==> src/rtl/i2c_reg_bank.sv <==
// Register bank behind the I2C slave strobe interface: ID/version, scratch, control,
// W1C interrupt block, write counter and an FPGA->MCU mailbox FIFO drained by pop-on-read.
module i2c_reg_bank #(
  parameter logic [7:0] DEVICE_ID  = 8'hA5,
  parameter logic [7:0] VERSION    = 8'h12,
  parameter int         FIFO_DEPTH = 8
) (
  input  logic       clk,
  input  logic       rst,
  input  logic [7:0] reg_addr,
  input  logic [7:0] reg_wdata,
  input  logic       reg_wr,
  output logic [7:0] reg_rdata,
  input  logic       reg_rd,
  input  logic [6:0] evt_i,
  input  logic       fifo_wr_i,
  input  logic [7:0] fifo_wdata_i,
  output logic       fifo_full_o,
  output logic [7:0] ctrl_o,
  output logic       irq_o
);

  localparam int PTR_W = (FIFO_DEPTH > 1) ? $clog2(FIFO_DEPTH) : 1;
  localparam int CNT_W = PTR_W + 1;

  localparam logic [7:0] ADDR_DEVICE_ID = 8'h00;
  localparam logic [7:0] ADDR_VERSION   = 8'h01;
  localparam logic [7:0] ADDR_SCRATCH   = 8'h02;
  localparam logic [7:0] ADDR_CTRL      = 8'h03;
  localparam logic [7:0] ADDR_IRQ_STAT  = 8'h04;
  localparam logic [7:0] ADDR_IRQ_MASK  = 8'h05;
  localparam logic [7:0] ADDR_FIFO_STAT = 8'h06;
  localparam logic [7:0] ADDR_FIFO_DATA = 8'h07;
  localparam logic [7:0] ADDR_WR_COUNT  = 8'h08;

  localparam logic [CNT_W-1:0] CNT_FULL = CNT_W'(FIFO_DEPTH);

  // State
  logic [7:0]       scratch_q,  scratch_d;
  logic [7:0]       ctrl_q,     ctrl_d;
  logic [7:0]       irq_stat_q, irq_stat_d;
  logic [7:0]       irq_mask_q, irq_mask_d;
  logic [7:0]       wr_count_q, wr_count_d;
  logic             irq_q,      irq_d;
  logic [7:0]       rdata_q,    rdata_d;
  logic             reg_rd_q,   reg_rd_d;
  logic [PTR_W-1:0] wr_ptr_q,   wr_ptr_d;
  logic [PTR_W-1:0] rd_ptr_q,   rd_ptr_d;
  logic [CNT_W-1:0] count_q,    count_d;
  logic             full_q,     full_d;
  logic [7:0]       mem_q [FIFO_DEPTH];

  // Strobes and decoded events
  logic       rd_evt;
  logic       fifo_empty;
  logic       do_pop;
  logic       do_push;
  logic       ovf_evt;
  logic [7:0] w1c_mask;
  logic [7:0] fifo_head;
  logic [7:0] fifo_stat;

  // A held reg_rd level must count as one read, so only its rising edge acts.
  assign rd_evt     = reg_rd & ~reg_rd_q;
  assign fifo_empty = (count_q == '0);
  assign fifo_head  = fifo_empty ? 8'h00 : mem_q[rd_ptr_q];
  assign fifo_stat  = {full_q, fifo_empty, 1'b0, 5'(count_q)};

  // When full, a pop in the same cycle frees the slot the push lands in.
  always_comb begin
    do_pop  = rd_evt && (reg_addr == ADDR_FIFO_DATA) && !fifo_empty;
    do_push = fifo_wr_i && (!full_q || do_pop);
    ovf_evt = fifo_wr_i && full_q && !do_pop;
  end

  always_comb begin
    // NOTE: every always_comb output gets a default first so no path leaves it unassigned (no latch).
    wr_ptr_d = wr_ptr_q;
    rd_ptr_d = rd_ptr_q;
    count_d  = count_q;
    if (do_push) wr_ptr_d = wr_ptr_q + PTR_W'(1);
    if (do_pop)  rd_ptr_d = rd_ptr_q + PTR_W'(1);
    case ({do_push, do_pop})
      2'b10:   count_d = count_q + CNT_W'(1);
      2'b01:   count_d = count_q - CNT_W'(1);
      default: count_d = count_q;
    endcase
    full_d = (count_d == CNT_FULL);
  end

  always_comb begin
    scratch_d  = scratch_q;
    ctrl_d     = ctrl_q;
    irq_mask_d = irq_mask_q;
    wr_count_d = wr_count_q;
    w1c_mask   = 8'h00;
    if (reg_wr) begin
      wr_count_d = wr_count_q + 8'd1;
      case (reg_addr)
        ADDR_SCRATCH:  scratch_d  = reg_wdata;
        ADDR_CTRL:     ctrl_d     = reg_wdata;
        ADDR_IRQ_MASK: irq_mask_d = reg_wdata;
        ADDR_IRQ_STAT: w1c_mask   = reg_wdata;
        default:       ;
      endcase
    end
    // New events are ORed in after the clear, so a set beats a simultaneous W1C.
    irq_stat_d = (irq_stat_q & ~w1c_mask) | {ovf_evt, evt_i};
    irq_d      = |(irq_stat_q & irq_mask_q);
    reg_rd_d   = reg_rd;
  end

  // Read data is a registered mux of the live address, independent of reg_rd.
  always_comb begin
    rdata_d = 8'h00;
    case (reg_addr)
      ADDR_DEVICE_ID: rdata_d = DEVICE_ID;
      ADDR_VERSION:   rdata_d = VERSION;
      ADDR_SCRATCH:   rdata_d = scratch_q;
      ADDR_CTRL:      rdata_d = ctrl_q;
      ADDR_IRQ_STAT:  rdata_d = irq_stat_q;
      ADDR_IRQ_MASK:  rdata_d = irq_mask_q;
      ADDR_FIFO_STAT: rdata_d = fifo_stat;
      ADDR_FIFO_DATA: rdata_d = fifo_head;
      ADDR_WR_COUNT:  rdata_d = wr_count_q;
      default:        rdata_d = 8'h00;
    endcase
  end

  always_ff @(posedge clk) begin
    // NOTE: sequential state uses non-blocking assignments so all flops update from pre-edge values.
    if (rst) begin
      scratch_q  <= 8'h00;
      ctrl_q     <= 8'h00;
      irq_stat_q <= 8'h00;
      irq_mask_q <= 8'h00;
      wr_count_q <= 8'h00;
      irq_q      <= 1'b0;
      rdata_q    <= 8'h00;
      reg_rd_q   <= 1'b0;
      wr_ptr_q   <= '0;
      rd_ptr_q   <= '0;
      count_q    <= '0;
      full_q     <= 1'b0;
    end else begin
      scratch_q  <= scratch_d;
      ctrl_q     <= ctrl_d;
      irq_stat_q <= irq_stat_d;
      irq_mask_q <= irq_mask_d;
      wr_count_q <= wr_count_d;
      irq_q      <= irq_d;
      rdata_q    <= rdata_d;
      reg_rd_q   <= reg_rd_d;
      wr_ptr_q   <= wr_ptr_d;
      rd_ptr_q   <= rd_ptr_d;
      count_q    <= count_d;
      full_q     <= full_d;
    end
  end

  // NOTE: the storage array is not reset; the empty flag masks stale entries, keeping it plain RAM.
  always_ff @(posedge clk) begin
    if (!rst && do_push) mem_q[wr_ptr_q] <= fifo_wdata_i;
  end

  assign reg_rdata   = rdata_q;
  assign fifo_full_o = full_q;
  assign ctrl_o      = ctrl_q;
  assign irq_o       = irq_q;

endmodule

==> config.mk <==
export PLATFORM = sky130hd
export DESIGN_NAME = i2c_reg_bank
export DESIGN_NICKNAME = d
export VERILOG_FILES = /design/src/rtl/i2c_reg_bank.sv
export SDC_FILE = /design/constraint.sdc
export NUM_CORES = 1
export LEC_CHECK = 0
export ABC_AREA = 0
export ABC_CLOCK_PERIOD_IN_PS = 5290
export BUFFER_PORTS_ARGS = -buffer_cell sky130_fd_sc_hd__buf_2
export CORE_ASPECT_RATIO = 0.5
export CORE_MARGIN = 5
export CORE_UTILIZATION = 25
export CTS_CLUSTER_SIZE = 28
export DETAILED_ROUTE_END_ITERATION = 7
export PLACE_DENSITY_LB_ADDON = 0.15
export REMOVE_ABC_BUFFERS = 1
export SYNTH_ARGS = -nofsm -noshare
export SYNTH_HDL_FRONTEND = slang
export SYNTH_SLANG_ARGS = --single-unit
==> constraint.sdc <==
create_clock -name clk -period 5.29 [get_ports clk]
set_clock_uncertainty 0.05 [all_clocks]
set_input_delay 0.2645 -clock clk [delete_from_list [all_inputs] [get_ports clk]]
set_output_delay 0.2645 -clock clk [all_outputs]
set_load 0.03 [all_outputs]
==> run summary, run 1 <==
Period minus WS final -> 3.233 ns
fin cells -> 833
maximum number of pins on one net before global-route repair -> 45
required time of the worst setup path -> 5.61 ns
number of DRC violations after detailed-routing iteration 0 -> 299
CTS Root Cell -> clkbuf_16
Max FO, Critical Path -> 10
share of layout cells above drive strength 1 -> 25.33%
timing-limited maximum frequency -> 0.3093 GHz
cells along the critical path -> o41a_1, and4_1, o21ai_2, ha_1, xor2_1, ha_1, a21oi_1, mux2i_1, xor2_1, o221a_2
met1 track demand over resource in global routing -> 16.15%
CTS Buf Count -> 17
area added between synthesis and finish -> 22.51%
Buffers on Ports -> 53
normalized max-slew margin -> 14.78%
list of most frequent post-synthesis cells -> dfxtp_1, edfxtp_1, nor2_1
wire length of the first global-routing pass -> 23.16 mm
Tightest Pin Transition -> 1.274 ns
post-route ant nets -> 0
largest vdd supply drop -> 0.0001861 V
Core Footprint -> 0.02187 mm^2
share of flip-flops with an asynchronous set or reset after synthesis -> 0%
power per cell area -> 341.5 mW/mm^2
synthesis-stage register bit count -> 128
GR Util met2 -> 19.30%
global placer's final weighted congestion -> 0.7730
Period Utilization, post-route -> 61.12%
vias per cell -> 4.533
number of antenna violations at the first check in global routing -> 0
leakage power of the design -> 2.574 nW
RSZ-0062 raised after global routing -> no
number of buffers added for setup after CTS -> 0
clock-pin transition on the worst setup and hold timing paths -> 0.06 ns
Rows -> 38
result of the run -> completed
iteration count of the initial detailed-routing pass -> 5
post-synthesis average cell area -> 12.17 um^2
routed len/inst -> 18.17 um
TritonCTS clock tree -> done
max capacitance violation total -> 0
die span in x -> 222.1 um
synthesized cell area -> 0.005624 mm^2
vertical die dimension -> 116.1 um
number of buffers on the longest clock path -> 2
sum of net half-perimeters after detailed placement -> 10.15 mm
area share of the leading cell type in the synthesized netlist -> 34.17%
GR Util met3 -> 3.290%
standard cell with the maximum stage delay on the critical path -> o21ai_2
category of the critical setup timing path -> flop to flop
total inserted antenna cells -> 0
wire length after detailed routing -> 15.13 mm
DRC -> 0
routed vias -> 3,776
number of standard cells after synthesis -> 462
Unique masters post-synth -> 57
aggregate global-route resource usage -> 11.99%
post-layout net count -> 562
Critical Path Max Stage Delay -> 0.50 ns
aggregate global routing overflow -> 0
number of setup violations in the final report -> 0
area of the die -> 0.02578 mm^2
dominant register cell in the synthesized netlist -> edfxtp_1
critical path startpoint category -> flop
sum of negative setup slack -> 0 ns
total number of H-tree levels -> 4
Max Transition Viols Final -> 0
Hold/Removal Path Class -> primary input to flop
ranking of synthesized cells by area -> edfxtp_1, dfxtp_1, mux4_2
type of destination of the critical path -> flop
arrival time reported for the critical path endpoint -> 3.55 ns
count of placed standard cells including taps -> 794
Initial Utilization -> 25.72%
sequential element share of the synthesized area -> 56.95%
clock latency reported for the late side of the worst-skew pair -> 0.42 ns
post-synthesis cell type with the largest combined area -> edfxtp_1
layer with the highest usage -> met2
count of flip-flops with a built-in enable after synthesis -> 64
final hold viol count -> 0
via count of the first global-routing pass -> 3,759
CTS Sinks -> 128
Warnings, synthesis -> 0
I/O pin count -> 54
kinds of logic (layout without fill, tap and decap cells):
kind of cell / after synthesis / after routing / synth area share (%)
XOR/XNOR: 10 / 10 / 1.557
flip-flops: 128 / 128 / 56.95
buffers and inverters: 39 / 110 / 3.204
AND/OR/NAND/NOR: 157 / 157 / 14.39
adder cells (fa/ha/maj): 6 / 6 / 1.335
AO/OA/AOI/OAI: 61 / 61 / 7.853
multiplexers: 61 / 61 / 14.71
worst paths after layout:
path | startpoint | end | slack [ns] | cells after the start
worst max-delay path | count_q[0]$_SDFF_PP0_ | fifo_full_o$_SDFF_PP0_ | 2.06 | 10
worst min-delay path | reg_rd | reg_rd_q$_SDFF_PP0_ | 0.03 | 2
worst max register to register | count_q[0]$_SDFF_PP0_ | fifo_full_o$_SDFF_PP0_ | 2.06 | 10
worst min register to register | rd_ptr_q[1]$_SDFFE_PP0N_ | flop | 0.43 | 2
per-layer routing:
metal	wire length, um	share of wire (%)
met5	0	0
met4	55	0.36
met1	7312	48
met2	7170	47
met3	595	3.9
state kept, by name (all words and copies together), names as in the netlist, named ones only:
signal       flops
ctrl_o           8
rd_ptr_q         3
count_q          4
irq_stat_q       8
mem_q           64
irq_mask_q       8
irq_o            1
scratch_q        8
wr_ptr_q         3
fifo_full_o      1
reg_rd_q         1
wr_count_q       8
reg_rdata        8
placed cells by master, fill, tap and decap left out, types with 6 or more instances in the layout:
cell / count
xor2_1: 8
inv_6: 6
mux4_2: 16
a21oi_1: 13
ha_1: 6
nor2b_1: 14
dfxtp_1: 64
buf_4: 9
nor3_1: 7
dlygate4sd3_1: 7
edfxtp_1: 64
nand3_1: 8
nand2_1: 24
mux2i_1: 32
mux2_2: 13
inv_1: 9
clkbuf_16: 17
a31oi_1: 9
buf_2: 53
nand4_1: 19
nor2_1: 52
stage by stage:
step	hold slack [ns]	util (%)	setup WS (ns)	area (um^2)	power, mW
after floorplan	0.2836	-	1.923	5478	1.138
after global placement	0.4259	28.48	2.149	6230	1.203
after detailed placement	0.4265	28.48	2.071	6230	1.204
after CTS	0.009828	31.50	2.044	6890	2.387
after global routing	0.02457	31.50	1.854	6890	2.452
final	0.03003	31.50	2.057	6890	2.353
timing repair:
item	CTS	global route
hold endpoints to repair	7	0
hold buffers	7	0
gates resized for setup	0	0
cell type report:
type                            instances  area (um^2)
Clock inverter                         15        165.2
Inverter                                9        33.78
Multi-Input combinational cell        295         2285
Sequential cell                       128         3203
Clock buffer                           17        425.4
Fill cell                            2226        14980
Timing Repair Buffer                   69        402.9
Tap cell                              300        375.4
report_power, final:
| part | leakage (nW) | switching (mW) | total [mW] | internal [mW] |
|---|---|---|---|---|
| combinational | 1.19 | 0.0707 | 0.116 | 0.0448 |
| clock | 0.284 | 0.498 | 1.17 | 0.670 |
| sequential | 1.10 | 0.0147 | 1.07 | 1.06 |
| total | 2.57 | 0.583 | 2.35 | 1.77 |
critical path: cells and delay by family, from the launching register on:
family	cells	cell delay [ns]
xor gates and xnor gates	2	0.31
DFF	1	0.40
and+or+nand+nor	1	0.30
muxes	1	0.23
adders and majority gates	2	0.58
AOI/OAI and AO/OA	4	1.32
No activity file was read; power rests on OpenSTA's default activity.
==> run 2, diff against run 1 <==
--- a/config.mk
+++ b/config.mk
@@ -6,7 +6,7 @@
 export NUM_CORES = 1
 export LEC_CHECK = 0
 export ABC_AREA = 0
-export ABC_CLOCK_PERIOD_IN_PS = 5290
+export ABC_CLOCK_PERIOD_IN_PS = 3280
 export BUFFER_PORTS_ARGS = -buffer_cell sky130_fd_sc_hd__buf_2
 export CORE_ASPECT_RATIO = 0.5
 export CORE_MARGIN = 5
==> constraint.sdc (replaced) <==
create_clock -name clk -period 3.28 [get_ports clk]
set_clock_uncertainty 0.05 [all_clocks]
set_input_delay 0.164 -clock clk [delete_from_list [all_inputs] [get_ports clk]]
set_output_delay 0.164 -clock clk [all_outputs]
set_load 0.03 [all_outputs]
==> run 2 against run 1 <==
  * Combinational power up 78%
  * Highest routed layer unchanged
  * Count of clock-buffer cells in the layout up 5
  * Sequential share of layout area down 1.4 points
  * First-iteration DRC count up 0.33%
  * Largest cell class unchanged
  * Critical path depth unchanged
  * Global-route usage up 0.16 points
  * Sequential power up 62%
  * Utilization up 0.96 points
==> run summary, run 2 (same netlist as run 1, synthesis figures left out) <==
result of the run -> completed (unchanged)
FF/Latch Area -> 0.003203 mm^2 (unchanged)
sequential group share of total power -> 44.6% (was 45.5%)
vias per cell -> 4.556 (was 4.533)
number of buffers added for setup after CTS -> 0 (unchanged)
number of flip-flops under the largest register name -> 64 (unchanged)
category of the critical setup timing path -> flop to flop (unchanged)
required time of the worst setup path -> 3.59 ns (was 5.61 ns)
clock network fraction of total power -> 50.1% (was 49.6%)
largest vdd supply drop -> 0.0003093 V (was 0.0001861 V)
max capacitance violation total -> 0 (unchanged)
standard cell with the maximum stage delay on the critical path -> o41a_1 (was o21ai_2)
Period minus WS final -> 2.831 ns (was 3.233 ns)
vertical die dimension -> 116.1 um (unchanged)
power after layout -> 3.872 mW (was 2.353 mW)
crit path capture -> fifo_full_o$_SDFF_PP0_ (unchanged)
clock-pin transition on the worst setup and hold timing paths -> 0.06 ns (about the same)
r2r worst-path depth -> 10 (unchanged)
setup slack, reg-to-reg -> 0.45 ns (was 2.06 ns)
type of destination of the critical path -> flop (unchanged)
routed vias -> 3,900 (was 3,776)
area of the die -> 0.02578 mm^2 (unchanged)
Critical Path Max Stage Delay -> 0.49 ns (was 0.50 ns)
CTS Buf Count -> 17 (unchanged)
RSZ-0062 raised after global routing -> no (unchanged)
aggregate global routing overflow -> 0 (unchanged)
final hold viol count -> 0 (unchanged)
post-route ant nets -> 0 (unchanged)
Max FO, Critical Path -> 9 (was 10)
number of inserted filler cells in the final layout -> 2,221 (was 2,226)
Period Utilization, post-route -> 86.32% (was 61.12%)
die span in x -> 222.1 um (unchanged)
wire length of the first global-routing pass -> 23.59 mm (was 23.16 mm)
switching share of total power -> 21.89% (was 24.77%)
critical path startpoint category -> flop (unchanged)
Hold Startpoint -> reg_wdata[7] (was reg_rd)
sum of net half-perimeters after detailed placement -> 10.20 mm (was 10.15 mm)
aggregate global-route resource usage -> 12.15% (was 11.99%)
arrival time reported for the critical path endpoint -> 3.14 ns (was 3.55 ns)
power per cell area -> 545.4 mW/mm^2 (was 341.5 mW/mm^2)
normalized max-slew margin -> 51.12% (was 14.78%)
Rows -> 38 (unchanged)
Tightest Pin Transition -> 0.7310 ns (was 1.274 ns)
number of antenna violations at the first check in global routing -> 0 (unchanged)
sum of negative setup slack -> 0 ns (unchanged)
wire length after detailed routing -> 15.27 mm (was 15.13 mm)
Critical path origin -> count_q[0]$_SDFF_PP0_ (unchanged)
Hold/Removal Path Class -> primary input to flop (unchanged)
DRC -> 0 (unchanged)
via count of the first global-routing pass -> 3,923 (was 3,759)
Most flops, register -> mem_q (unchanged)
post-layout net count -> 585 (was 562)
total inserted antenna cells -> 0 (unchanged)
switching component of the power -> 847.6 uW (was 582.9 uW)
TritonCTS clock tree -> done (unchanged)
Initial Utilization -> 25.72% (unchanged)
global placer's final weighted congestion -> 0.7640 (was 0.7730)
share of layout cells above drive strength 1 -> 24.46% (was 25.33%)
area of the multi-input gates -> 0.002275 mm^2 (was 0.002285 mm^2)
number of buffers on the longest clock path -> 2 (unchanged)
number of setup violations in the final report -> 0 (unchanged)
Worst R2R Start -> count_q[0]$_SDFF_PP0_ (unchanged)
Buffers on Ports -> 53 (unchanged)
maximum number of pins on one net before global-route repair -> 38 (was 45)
Core Footprint -> 0.02187 mm^2 (unchanged)
number of DRC violations after detailed-routing iteration 0 -> 300 (was 299)
total number of H-tree levels -> 4 (unchanged)
internal power consumption -> 3.024 mW (was 1.770 mW)
CTS Sinks -> 128 (unchanged)
I/O pin count -> 54 (unchanged)
commonest cells after routing, fill and taps aside -> dfxtp_1, edfxtp_1, buf_2 (unchanged)
Max Transition Viols Final -> 0 (unchanged)
leakage power of the design -> 2.678 nW (was 2.574 nW)
timing-limited maximum frequency -> 0.3532 GHz (was 0.3093 GHz)
reg-to-reg endpoint -> fifo_full_o$_SDFF_PP0_ (unchanged)
part of the total power dissipated in combinational logic -> 5.3% (was 4.9%)
CTS Root Cell -> clkbuf_16 (unchanged)
clock latency reported for the late side of the worst-skew pair -> 0.41 ns (was 0.42 ns)
Finished Core Util -> 32.46% (was 31.50%)
number of gates resized after CTS -> 0 (unchanged)
cells along the critical path -> o41a_1, and4_1, o21ai_2, ha_1, xor2_1, ha_1, a21oi_1, mux2i_1, xor2_1, o221a_2 (unchanged)
iteration count of the initial detailed-routing pass -> 5 (unchanged)
area added between synthesis and finish -> 26.23% (was 22.51%)
routed len/inst -> 17.84 um (was 18.17 um)
[run 2: worst min path at each step]
| stage | cells past startpoint | to |
|---|---|---|
| after floorplan | 1 | wr_count_q[5]$_SDFFE_PP0P_ |
| after global placement | 3 | irq_stat_q[0]$_SDFF_PP0_ |
| after detailed placement | 3 | irq_stat_q[3]$_SDFF_PP0_ |
| after CTS | 3 | ctrl_o[7]$_SDFFE_PP0P_ |
| after global routing | 3 | ctrl_o[7]$_SDFFE_PP0P_ |
| final | 3 | ctrl_o[7]$_SDFFE_PP0P_ |
[run 2: power by group through the flow]
stage          clock network, mW  registers (mW)  logic, mW
2_1_floorplan                  0            1.75     0.0831
3_3_place_gp                   0            1.76      0.183
3_5_place_dp                   0            1.76      0.186
4_1_cts                     1.99            1.73      0.208
5_1_grt                     2.07            1.73      0.227
6_report                    1.94            1.73      0.206
[run 2: through the flow]
step                      area [um^2]  hold WS, ns  setup WS [ns]  std cells
final                            7099      0.01043         0.4487        856
after global routing             7099      0.03829         0.2378        856
after CTS                        7099     0.002889         0.4581        856
after detailed placement         6280       0.3280         0.4843        802
after global placement           6280       0.3272         0.5175        802
after floorplan                  5478       0.1831        0.01307        432
[run 2: layout make-up]
cell class / instances / share of cell area (%)
inverters: 9 / 0.4759
clock buffers: 22 / 6.539
flip-flops and latches: 128 / 45.12
multi-input cells: 295 / 32.04
well taps: 300 / 5.287
clock inverters: 10 / 1.903
repair buffers: 92 / 8.636
[run 2: worst max-delay path, delay by kind of cell, from the launching register on]
family                   cells  cell delay [ns]
AO/OA/AOI/OAI                4             0.99
XOR/XNOR                     2             0.31
adder cells (fa/ha/maj)      2             0.51
flip-flops                   1             0.40
multiplexers                 1             0.23
AND/OR/NAND/NOR              1             0.29
[run 2: timing repair]
action | in CTS | in global routing
hold buffers | 22 | 0
endpoints found under the setup margin | 0 | 0
hold endpoints to repair | 86 | 0
[run 2: layer usage]
layer  track usage (%)  routed length, um  vias to the layer above
met5                 0                  0                        -
met4             3.611                183                        0
met3             3.467                617                       10
met2             19.60               7125                       78
met1             16.11               7340                     1907
li1                  -                  -                     1905
==> run 3, diff against run 2 <==
--- a/config.mk
+++ b/config.mk
@@ -11,6 +11,7 @@
 export CORE_ASPECT_RATIO = 0.5
 export CORE_MARGIN = 5
 export CORE_UTILIZATION = 25
+export CTS_BUF_LIST = sky130_fd_sc_hd__clkbuf_8 sky130_fd_sc_hd__clkbuf_16
 export CTS_CLUSTER_SIZE = 28
 export DETAILED_ROUTE_END_ITERATION = 7
 export PLACE_DENSITY_LB_ADDON = 0.15
==> run 3 against run 2 <==
  * Sequential power hardly changed
  * Hold slack hardly changed
  * Power is 0.16% lower
  * Global-route usage stayed put
  * Via count is 0.15% lower
  * Sequential share of layout area stayed put
  * Combinational power hardly changed
==> run summary, run 3 (same netlist as run 1, synthesis figures left out) <==
number of flip-flops under the largest register name -> 64 (unchanged)
normalized max-slew margin -> 51.12% (unchanged)
dpl cell area -> 0.006280 mm^2 (unchanged)
CTS Buf Count -> 17 (unchanged)
clock latency reported for the late side of the worst-skew pair -> 0.41 ns (about the same)
number of setup violations in the final report -> 0 (unchanged)
Hold/Removal Path Class -> primary input to flop (unchanged)
vertical die dimension -> 116.1 um (unchanged)
aggregate global-route resource usage -> 12.15% (unchanged)
critical path startpoint category -> flop (unchanged)
total number of H-tree levels -> 4 (unchanged)
Core Footprint -> 0.02187 mm^2 (unchanged)
post-place setup slack -> 0.4843 ns (unchanged)
wire length of the first global-routing pass -> 23.59 mm (unchanged)
cells along the critical path -> o41a_1, and4_1, o21ai_2, ha_1, xor2_1, ha_1, a21oi_1, mux2i_1, xor2_1, o221a_2 (unchanged)
number of antenna violations at the first check in global routing -> 0 (unchanged)
CTS Root Cell -> clkbuf_16 (unchanged)
DRC -> 0 (unchanged)
Finished Core Util -> 32.46% (unchanged)
required time of the worst setup path -> 3.59 ns (about the same)
Buffers on Ports -> 53 (unchanged)
TritonCTS clock tree -> done (unchanged)
sum of negative setup slack -> 0 ns (unchanged)
die span in x -> 222.1 um (unchanged)
number of gates resized after CTS -> 0 (unchanged)
routed vias -> 3,894 (was 3,900)
aggregate global routing overflow -> 0 (unchanged)
via count of the first global-routing pass -> 3,923 (unchanged)
Tightest Pin Transition -> 0.7310 ns (unchanged)
CTS Sinks -> 128 (unchanged)
arrival time reported for the critical path endpoint -> 3.14 ns (about the same)
Final Hold Slack -> 0.01080 ns (was 0.01043 ns)
category of the critical setup timing path -> flop to flop (unchanged)
RSZ-0062 raised after global routing -> no (unchanged)
Most flops, register -> mem_q (unchanged)
sum of net half-perimeters after detailed placement -> 10.20 mm (unchanged)
share of layout cells above drive strength 1 -> 24.46% (unchanged)
final critical-path setup slack -> 0.4487 ns (about the same)
max capacitance violation total -> 0 (unchanged)
vias per cell -> 4.549 (was 4.556)
Critical Path Max Stage Delay -> 0.49 ns (about the same)
power per cell area -> 544.5 mW/mm^2 (was 545.4 mW/mm^2)
standard cell with the maximum stage delay on the critical path -> o41a_1 (unchanged)
post-layout net count -> 585 (unchanged)
I/O pin count -> 54 (unchanged)
number of inserted filler cells in the final layout -> 2,221 (unchanged)
maximum number of pins on one net before global-route repair -> 38 (unchanged)
leakage power of the design -> 2.690 nW (was 2.678 nW)
final design instance area without fill -> 0.007099 mm^2 (unchanged)
routed len/inst -> 17.85 um (was 17.84 um)
area added between synthesis and finish -> 26.23% (unchanged)
result of the run -> completed (unchanged)
total inserted antenna cells -> 0 (unchanged)
number of buffers on the longest clock path -> 2 (unchanged)
commonest cells after routing, fill and taps aside -> dfxtp_1, edfxtp_1, buf_2 (unchanged)
largest vdd supply drop -> 0.0003088 V (was 0.0003093 V)
clock-pin transition on the worst setup and hold timing paths -> 0.06 ns (about the same)
Initial Utilization -> 25.72% (unchanged)
number of DRC violations after detailed-routing iteration 0 -> 299 (was 300)
iteration count of the initial detailed-routing pass -> 5 (unchanged)
Max FO, Critical Path -> 9 (unchanged)
type of destination of the critical path -> flop (unchanged)
Rows -> 38 (unchanged)
Period minus WS final -> 2.831 ns (about the same)
final hold viol count -> 0 (unchanged)
wire length after detailed routing -> 15.28 mm (was 15.27 mm)
timing-limited maximum frequency -> 0.3532 GHz (unchanged)
Period Utilization, post-route -> 86.32% (about the same)
area of the die -> 0.02578 mm^2 (unchanged)
post-route ant nets -> 0 (unchanged)
global placer's final weighted congestion -> 0.7640 (unchanged)
Max Transition Viols Final -> 0 (unchanged)
[run 3: worst max-delay path, delay by kind of cell, from the launching register on]
family,cells,cell delay (ns)
AO/OA/AOI/OAI,4,0.99
adder cells (fa/ha/maj),2,0.51
flip-flops,1,0.40
XOR/XNOR,2,0.31
AND/OR/NAND/NOR,1,0.29
multiplexers,1,0.23
[run 3: routing by layer]
layer  vias to the layer above  track usage (%)  part of all wire [%]  routed length [um]
li1                       1905                -                     -                   -
met1                      1901            16.11                    48                7353
met3                        10            3.467                   4.0                 618
met5                         -                0                     0                   0
met4                         0            3.611                   1.2                 183
met2                        78            19.60                    47                7121
[run 3: final cells by class]
| cell class | instances | area, um^2 | area share [%] |
|---|---|---|---|
| clock buffer | 19 | 452.9 | 6.380 |
| sequential | 128 | 3203 | 45.12 |
| tap | 300 | 375.4 | 5.287 |
| clock inverter | 13 | 146.4 | 2.062 |
| inverter | 9 | 33.78 | 0.4759 |
| timing repair buffer | 92 | 613.1 | 8.636 |
| multi-input combinational | 295 | 2275 | 32.04 |
[run 3: worst paths after layout]
kind                            start                        to  slack [ns]  depth (start not counted)
max             count_q[0]$_SDFF_PP0_    fifo_full_o$_SDFF_PP0_        0.45                         10
min                      reg_wdata[7]    ctrl_o[7]$_SDFFE_PP0P_        0.01                          3
max reg2reg     count_q[0]$_SDFF_PP0_    fifo_full_o$_SDFF_PP0_        0.45                         10
min reg2reg  rd_ptr_q[1]$_SDFFE_PP0N_  rd_ptr_q[1]$_SDFFE_PP0N_        0.43                          2
[run 3: per-stage QoR]
step | power, mW | cells
final | 3.865 | 856
after global routing | 4.021 | 856
after CTS | 3.919 | 856
after detailed placement | 1.947 | 802
after global placement | 1.944 | 802
after floorplan | 1.836 | 432
[run 3: power breakdown]
part	leakage (nW)	switching, mW	internal (mW)	total (mW)
Clock	0.298	0.708	1.22	1.93
Sequential	1.10	0.0238	1.70	1.73
Combinational	1.29	0.119	0.0871	0.206
Total	2.69	0.851	3.01	3.87
[run 3: repair_timing]
item                                   CTS  global route
endpoints found under the hold margin   86             0
buffers inserted                         0             0
hold buffers                            22             0
